**config.mk**
```make
export PLATFORM = sky130hd
export DESIGN_NAME = monitor_contador_flat
export DESIGN_NICKNAME = d
export VERILOG_FILES = /design/src/rtl/monitor_contador_if.sv /design/src/rtl/monitor_contador.sv /design/src/flat_wrapper.sv
export SDC_FILE = /design/constraint.sdc
export NUM_CORES = 1
export LEC_CHECK = 0
export CAP_MARGIN = 0
export CORE_UTILIZATION = 30
export CTS_CLUSTER_DIAMETER = 120
export DETAILED_ROUTE_END_ITERATION = 16
export PLACE_DENSITY = 0.63
export SYNTH_ARGS = -nofsm -noshare
export SYNTH_HDL_FRONTEND = slang
export SYNTH_SLANG_ARGS = --single-unit
```
**constraint.sdc**
```tcl
create_clock -name clk -period 2.05 [get_ports clk]
set_input_delay 0.205 -clock clk [delete_from_list [all_inputs] [get_ports clk]]
set_output_delay 0.205 -clock clk [all_outputs]
set_load 0.005 [all_outputs]
```
**src/rtl/monitor_contador_if.sv**
```systemverilog
// Bundle of the sample-stream inputs and the monitor result outputs of
// monitor_contador. The master side drives samples and acknowledges errors;
// the slave side (the monitor) reports wraps, sequence errors and FSM state.
interface monitor_contador_if #(
    parameter int WRAP_W = 8,
    parameter int ERR_W  = 4
);
    logic [2:0]        cnt_in;
    logic              cnt_vld;
    logic              enable;
    logic              err_ack;
    logic [WRAP_W-1:0] wraps;
    logic              wrap_pulse;
    logic              wrap_ovf;
    logic              seq_err;
    logic              err_sticky;
    logic [ERR_W-1:0]  err_count;
    logic [1:0]        state;

    modport master (
        output cnt_in, cnt_vld, enable, err_ack,
        input  wraps, wrap_pulse, wrap_ovf, seq_err, err_sticky, err_count, state
    );

    modport slave (
        input  cnt_in, cnt_vld, enable, err_ack,
        output wraps, wrap_pulse, wrap_ovf, seq_err, err_sticky, err_count, state
    );
endinterface

```
**src/rtl/monitor_contador.sv**
```systemverilog
// Monitor for an upstream mod-8 counter. Checks that every accepted sample is
// the previous one plus one (mod 8), counts 7->0 wraps, flags the first bad
// sample of each error burst and keeps a saturating count of bursts.
module monitor_contador #(
    parameter int WRAP_W = 8,
    parameter int ERR_W  = 4
) (
    input  logic               clk,
    input  logic               clr,
    monitor_contador_if.slave  bus
);

    typedef enum logic [1:0] {
        IDLE  = 2'b00,
        TRACK = 2'b01,
        ERROR = 2'b10,
        BAD   = 2'b11
    } state_t;

    state_t            r_state;
    logic [2:0]        r_prev;
    logic [WRAP_W-1:0] r_wraps;
    logic              r_wrap_pulse;
    logic              r_wrap_ovf;
    logic              r_seq_err;
    logic              r_err_sticky;
    logic [ERR_W-1:0]  r_err_count;

    logic              w_accept;
    logic [2:0]        w_expected;
    logic              w_match;
    logic              w_is_wrap;

    // A sample counts only when it is both valid and enabled.
    assign w_accept   = bus.cnt_vld & bus.enable;
    assign w_expected = r_prev + 3'd1;
    assign w_match    = (bus.cnt_in == w_expected);
    // A matching sample after prev=7 is necessarily a 7->0 step.
    assign w_is_wrap  = (r_prev == 3'd7);

    // Sequence-tracking FSM together with all counters and flags it drives.
    always_ff @(posedge clk or posedge clr) begin
        if (clr) begin
            r_state      <= IDLE;
            r_prev       <= 3'd0;
            r_wraps      <= '0;
            r_wrap_pulse <= 1'b0;
            r_wrap_ovf   <= 1'b0;
            r_seq_err    <= 1'b0;
            r_err_sticky <= 1'b0;
            r_err_count  <= '0;
        end else begin
            // Pulses last exactly one cycle unless re-armed below.
            r_wrap_pulse <= 1'b0;
            r_seq_err    <= 1'b0;

            // Acknowledge works regardless of enable; a new error written
            // later in this block overrides it.
            if (bus.err_ack) begin
                r_err_sticky <= 1'b0;
            end

            case (r_state)
                IDLE: begin
                    if (w_accept) begin
                        r_prev  <= bus.cnt_in;
                        r_state <= TRACK;
                    end
                end
                TRACK: begin
                    if (w_accept) begin
                        r_prev <= bus.cnt_in;
                        if (w_match) begin
                            if (w_is_wrap) begin
                                r_wrap_pulse <= 1'b1;
                                r_wraps      <= r_wraps + WRAP_W'(1);
                                if (r_wraps == {WRAP_W{1'b1}}) begin
                                    r_wrap_ovf <= 1'b1;
                                end
                            end
                        end else begin
                            r_seq_err    <= 1'b1;
                            r_err_sticky <= 1'b1;
                            if (r_err_count != {ERR_W{1'b1}}) begin
                                r_err_count <= r_err_count + ERR_W'(1);
                            end
                            r_state <= ERROR;
                        end
                    end
                end
                ERROR: begin
                    // Resync on every sample; a match closes the burst
                    // silently, even when it is a 7->0 step.
                    if (w_accept) begin
                        r_prev <= bus.cnt_in;
                        if (w_match) begin
                            r_state <= TRACK;
                        end
                    end
                end
                default: begin
                    r_state <= IDLE;
                end
            endcase
        end
    end

    assign bus.wraps      = r_wraps;
    assign bus.wrap_pulse = r_wrap_pulse;
    assign bus.wrap_ovf   = r_wrap_ovf;
    assign bus.seq_err    = r_seq_err;
    assign bus.err_sticky = r_err_sticky;
    assign bus.err_count  = r_err_count;
    assign bus.state      = r_state;

endmodule

```
**src/flat_wrapper.sv**
```systemverilog
// flat-port wrapper written by rule: the top's interface ports become plain ports
module monitor_contador_flat 
#(
    parameter int WRAP_W = 8,
    parameter int ERR_W  = 4
)
  (clk, clr, bus_cnt_in, bus_cnt_vld, bus_enable, bus_err_ack, bus_wraps, bus_wrap_pulse, bus_wrap_ovf, bus_seq_err, bus_err_sticky, bus_err_count, bus_state);
  monitor_contador_if #(.WRAP_W(WRAP_W), .ERR_W(ERR_W)) bus_i ();
  input  logic clk;
  input  logic clr;
  input wire logic [$bits(bus_i.cnt_in)-1:0] bus_cnt_in;
  input wire logic [$bits(bus_i.cnt_vld)-1:0] bus_cnt_vld;
  input wire logic [$bits(bus_i.enable)-1:0] bus_enable;
  input wire logic [$bits(bus_i.err_ack)-1:0] bus_err_ack;
  output wire logic [$bits(bus_i.wraps)-1:0] bus_wraps;
  output wire logic [$bits(bus_i.wrap_pulse)-1:0] bus_wrap_pulse;
  output wire logic [$bits(bus_i.wrap_ovf)-1:0] bus_wrap_ovf;
  output wire logic [$bits(bus_i.seq_err)-1:0] bus_seq_err;
  output wire logic [$bits(bus_i.err_sticky)-1:0] bus_err_sticky;
  output wire logic [$bits(bus_i.err_count)-1:0] bus_err_count;
  output wire logic [$bits(bus_i.state)-1:0] bus_state;
  assign bus_i.cnt_in = bus_cnt_in;
  assign bus_i.cnt_vld = bus_cnt_vld;
  assign bus_i.enable = bus_enable;
  assign bus_i.err_ack = bus_err_ack;
  assign bus_wraps = bus_i.wraps;
  assign bus_wrap_pulse = bus_i.wrap_pulse;
  assign bus_wrap_ovf = bus_i.wrap_ovf;
  assign bus_seq_err = bus_i.seq_err;
  assign bus_err_sticky = bus_i.err_sticky;
  assign bus_err_count = bus_i.err_count;
  assign bus_state = bus_i.state;
  monitor_contador #(.WRAP_W(WRAP_W), .ERR_W(ERR_W)) u_core (.clk(clk), .clr(clr), .bus(bus_i));
endmodule
```
### Yosys cells after proc, flatten, opt, wreduce, memory -nomap -nowiden

Index checks and enable logic that the tools add are counted.

| storage, ports and cells | value |
|---|---|
| bits in registers | 21 |

| operators by class | value |
|---|---|
| add/subtract/negate cells | 3 |
| eq/ne operators | 11 |
| muxes and demuxes | 17 |
| bitwise operators | 2 |
| reductions and logical operators | 7 |

Operator list:

| kind | number |
|---|---|
| 1-bit two-way mux | 11 |
| 2-bit two-way mux | 5 |
| 5-bit AND reduction | 2 |
| 8-bit by 1-bit adder with 8-bit output (second input constant) | 1 |
| 8-bit equality test (second input constant) | 1 |
| 2-bit by 1-bit != test with 1-bit output (second input constant) | 4 |
| 4-bit AND reduction | 2 |
| 2-bit case mux with 3 select lines | 1 |
| 4-bit by 1-bit adder with 4-bit output (second input constant) | 1 |
| 4-bit != test (second input constant) | 1 |
| 3-bit by 1-bit adder with 3-bit output (second input constant) | 1 |
| 3-bit equality test | 1 |
| 3-bit equality test (second input constant) | 1 |
| 3-bit OR reduction | 1 |
| 2-bit by 1-bit equality test with 1-bit output (second input constant) | 1 |
| 2-bit equality test (second input constant) | 1 |
| 2-bit zero test | 1 |
| 2-bit != test (second input constant) | 1 |
| 2-bit AND reduction | 1 |
| 1-bit bitwise AND | 1 |
| 1-bit NOT | 1 |

### Depth between registers and ports, before layout

| depth | value |
|---|---|
| depth in word-level cells | 5 |
| gate-level depth with buffers | 8 |
| gate-level depth less buffers | 8 |

### Least setup slack after synthesis

OpenSTA, ideal clock, no wires.

| path | value |
|---|---|
| kind | register to register |
| from | register u_core.r_prev[0] |
| to | register u_core.r_wraps[1] (netlist: u_core.bus.wraps[1]) |
| setup time | 125 ps |
| arrival | 1,768 ps |
| setup slack | 157 ps |
| cell stages (with the launch flop) | 8 |
| period minus slack after synthesis | 1,893 ps |
| path through | dfrtp_1 -> ha_1 -> ha_1 -> xnor2_1 -> nand3_1 -> buf_6 -> nor2_2 -> mux2_2 |

| between the ends | value |
|---|---|
| word-level cells in the longest chain between the ends | 3 |

RTL lines:

| element | RTL line | source |
|---|---|---|
| from (decl) | monitor_contador.sv:21 | `logic [2:0] r_prev;` |
| from (signal assigned) | monitor_contador.sv:66 | `r_prev <= bus.cnt_in;` |
| from (signal assigned) | monitor_contador.sv:72 | `r_prev <= bus.cnt_in;` |
| from (signal assigned) | monitor_contador.sv:95 | `r_prev <= bus.cnt_in;` |
| 3-bit by 1-bit adder with 3-bit output | monitor_contador.sv:36 | `assign w_expected = r_prev + 3'd1;` |
| 3-bit equality test | monitor_contador.sv:37 | `assign w_match = (bus.cnt_in == w_expected);` |
| 4-bit AND reduction (no source line) * | - |  |
| to (signal assigned) | monitor_contador.sv:76 | `r_wraps <= r_wraps + WRAP_W'(1);` |
| to (decl) | monitor_contador.sv:22 | `logic [WRAP_W-1:0] r_wraps;` |

Mark *: on every way between the ends. The rest lies on a longest branch, timed or not.
A chain may end at the register's enable or synchronous reset.

### Worst setup path in the final report

Same ends and word-level chain as after synthesis.

==> flow_summary.toml <==
[run_status]
outcome = "finished, final reports clean"

[setup_path]
worstPathRequired_ns = 2.25
r2r_slack_ns = 0.11
crit_buf_inv = 1
cp_max_fo = 9
crit_family = "adder cells"
critPathKind = "flip-flop to flip-flop"
cpPeakStageDelay_ns = 0.42
rr_worst_depth = 7
critPathMostFrequentCell = "ha_1"
end_kind = "flip-flop"
slowest_stage = "dfrtp_1"
crit_path_cell_trace = "ha_1, ha_1, xnor2_1, nand3_1, buf_6, nor2_4, mux2_2"
crit_arrival_ns = 2.14
start_kind = "flip-flop"
crit_cells = 7

[routing]
routed.top_layer = "met3"
first_pass_iters = 4
wl_per_cell_um = 11.44
drtIter0Drc = 24
met3WireLength_um = 104
route.detailed.drc = 0
wl_met1_um = 866
vias_per_cell = 4.516
ant_nets = 0
wirelength_um = 1842
wl_met2_um = 871
vias = 727

[cts]
numCtsBuffers = 3
clock_sink_count = 21
clk_pin_slew_ns = 0.11
cts_root_buffer = "clkbuf_4"
insertion_delay_ns = 0.30
cts_tree = "yes"
cts-htree-levels = 1
clock_path_buffers = 2

[synth]
ys_seq_elements = 21
synth_edf_count = 0
ys_seq_area_share_pct = 51.66
synth_xor_area_share_pct = 9.471
ys_async_sr_fraction_pct = 100.0
synth_ff_type = "dfrtp_1"
synth_top_family_by_area = "simple AND/OR/NAND/NOR gates"
syn_area_per_cell_um2 = 12.11
synth_mux_area_share_pct = 7.011
synth_fp_nets = 96
ys_warn_count = 0
synth_simple_gate_area_share_pct = 16.97
ys_types = 29
netlist_area_um2 = 1017
synthCells = 84
synth-compound-area-share_pct = 6.519
synth_adder_area_share_pct = 4.920

[cells_and_area]
syn2layout_area_growth_pct = 37.02
antenna_cells = 0
layout_commonest_cell = "clkdlybuf4s50_1"
final_cell_mix = "25 x clkdlybuf4s50_1, 21 x dfrtp_1, 7 x xor2_1"
post-route-cell-area_um2 = 1394
n_fill_cell = 302
multi_input_area_um2 = 470.5
register_area_um2 = 525.5
finish.utilization_pct = 44.56
nets = 130
drive_gt1_share_pct = 21.37

[hold_path]
min_path_type = "primary input to async pin"

[power]
vdd_ir_drop_max_mv = 0.5826
p_sw_share_pct = 32.00
power_frac_seq_pct = 46.8
p_per_area_nw_per_um2 = 939.5
p_leak_nw = 0.6142
switchingPower_mw = 0.4191
p_clk_share_pct = 14.9
p_comb_share_pct = 38.4
internal-power_mw = 0.8904

[global_routing]
grt_usage_pct = 11.27
grt_pass1_wl_um = 3022
overflow = 0
grt_max_degree = 22
grt_pass1_vias = 690
antenna_found_initial = 0

[sta]
max_freq_mhz = 515.6
period_needed_ns = 1.940
tns_ns = 0
skew_ns = 0.004192
worstMarginPinSlew_ns = 0.2739
rsz0062_at_grt = "false"
period_share_pct = 94.61
max_slew_margin_pct = 81.74
slew_viol_final = 0
setup_viol = 0
finalHoldViolations = 0

[job]
maxCapViolations = 0

[floorplanning]
die_h_um = 60.23
core_area_um2 = 3128
io_pins = 26
start_util_pct = 32.52
core.rowCount = 20
fp.dieW_um = 60.23
die_area_um2 = 3628

[placement]
dp_hpwl_um = 1388
port_buffers = 25
place_area_um2 = 1334
place_congestion = 0.7263
-- synthesized netlist by cell type, types with 2 or more instances --
master | n | area [um^2]
xnor2_1 | 4 | 35.03
mux2_2 | 5 | 56.30
o21ai_0 | 2 | 10.01
dfrtp_1 | 21 | 525.5
nand2_1 | 4 | 15.01
nand4_1 | 3 | 18.77
nor2b_1 | 2 | 12.51
nand3_1 | 4 | 20.02
inv_1 | 5 | 18.77
a21oi_1 | 2 | 10.01
nor3_1 | 2 | 10.01
ha_1 | 4 | 50.05
nand2_2 | 2 | 12.51
xor2_1 | 7 | 61.31
nor4_2 | 3 | 37.54
-- cell type report --
| class | count | share of cell area (%) |
|---|---|---|
| inverter | 6 | 1.795 |
| tap | 44 | 3.950 |
| sequential | 21 | 37.70 |
| clock buffer | 4 | 1.885 |
| multi-input combinational | 56 | 33.75 |
| timing repair buffer | 30 | 20.92 |
-- metal layers --
metal  track usage (%)  vias to the layer above
met5                 0                        -
li1                  -                      360
met4            0.9967                        0
met1             14.34                      346
met2             18.84                       21
met3             4.113                        0
-- registers in the layout (all words and copies together) (netlist names) --
signal	flops
u_core.bus.wraps	8
u_core.bus.wrap_pulse	1
u_core.bus.wrap_ovf	1
u_core.bus.err_count	4
u_core.bus.err_sticky	1
u_core.bus.state	2
u_core.bus.seq_err	1
u_core.r_prev	3
-- kinds of logic after synthesis --
group,Yosys count
and+or+nand+nor,26
DFF,21
xor gates and xnor gates,11
AOI/OAI and AO/OA,9
buffers and inverters,7
muxes,6
adders and majority gates,4
-- power by group through the flow --
stage / Sequential, mW / Clock, mW / Combinational (mW)
final: 0.613 / 0.194 / 0.502
after global routing: 0.632 / 0.220 / 0.562
after CTS: 0.614 / 0.210 / 0.480
after detailed placement: 0.622 / 0 / 0.478
after global placement: 0.618 / 0 / 0.468
after floorplan: 0.607 / 0 / 0.274
-- path summary, 6_finish.rpt --
path	startpoint	endpoint
max	u_core.r_prev[0]$_DFFE_PP0P_	u_core.bus.wraps[1]$_DFFE_PP0P_
min	clr	u_core.bus.err_count[2]$_DFFE_PP0P_
max reg2reg	u_core.r_prev[0]$_DFFE_PP0P_	u_core.bus.wraps[1]$_DFFE_PP0P_
min reg2reg	u_core.bus.wrap_ovf$_DFFE_PP0P_	u_core.bus.wrap_ovf$_DFFE_PP0P_
max in group asynchronous	clr	u_core.bus.state[1]$_DFFE_PP0P_
min in group clk	bus_err_ack	u_core.bus.err_sticky$_DFF_PP0_
-- worst reg2reg max path: cells and delay by family (launching register included) --
| kind | cells | cell delay [ns] |
|---|---|---|
| adder cells (fa/ha/maj) | 2 | 0.51 |
| flip-flops | 1 | 0.42 |
| multiplexers | 1 | 0.33 |
| AND/OR/NAND/NOR | 2 | 0.26 |
| buffers and inverters | 1 | 0.19 |
| XOR/XNOR | 1 | 0.14 |
-- stage by stage --
stage	power [mW]	worst slack (ns)	cells	hold slack (ns)
after global placement	1.086	0.1144	155	0.4558
after CTS	1.303	0.06827	159	0.2217
final	1.310	0.1104	161	0.2225
after detailed placement	1.100	0.08257	155	0.4676
after global routing	1.414	0.02711	161	0.2591
after floorplan	0.8817	0.1571	84	0.1815
-- repair_timing --
item / CTS / global route
hold buffers: 0 / 0
setup buffers: 0 / 2
endpoints found under the setup margin: 0 / 6
resized for setup: 0 / 4
No activity file was read; power rests on OpenSTA's default activity.
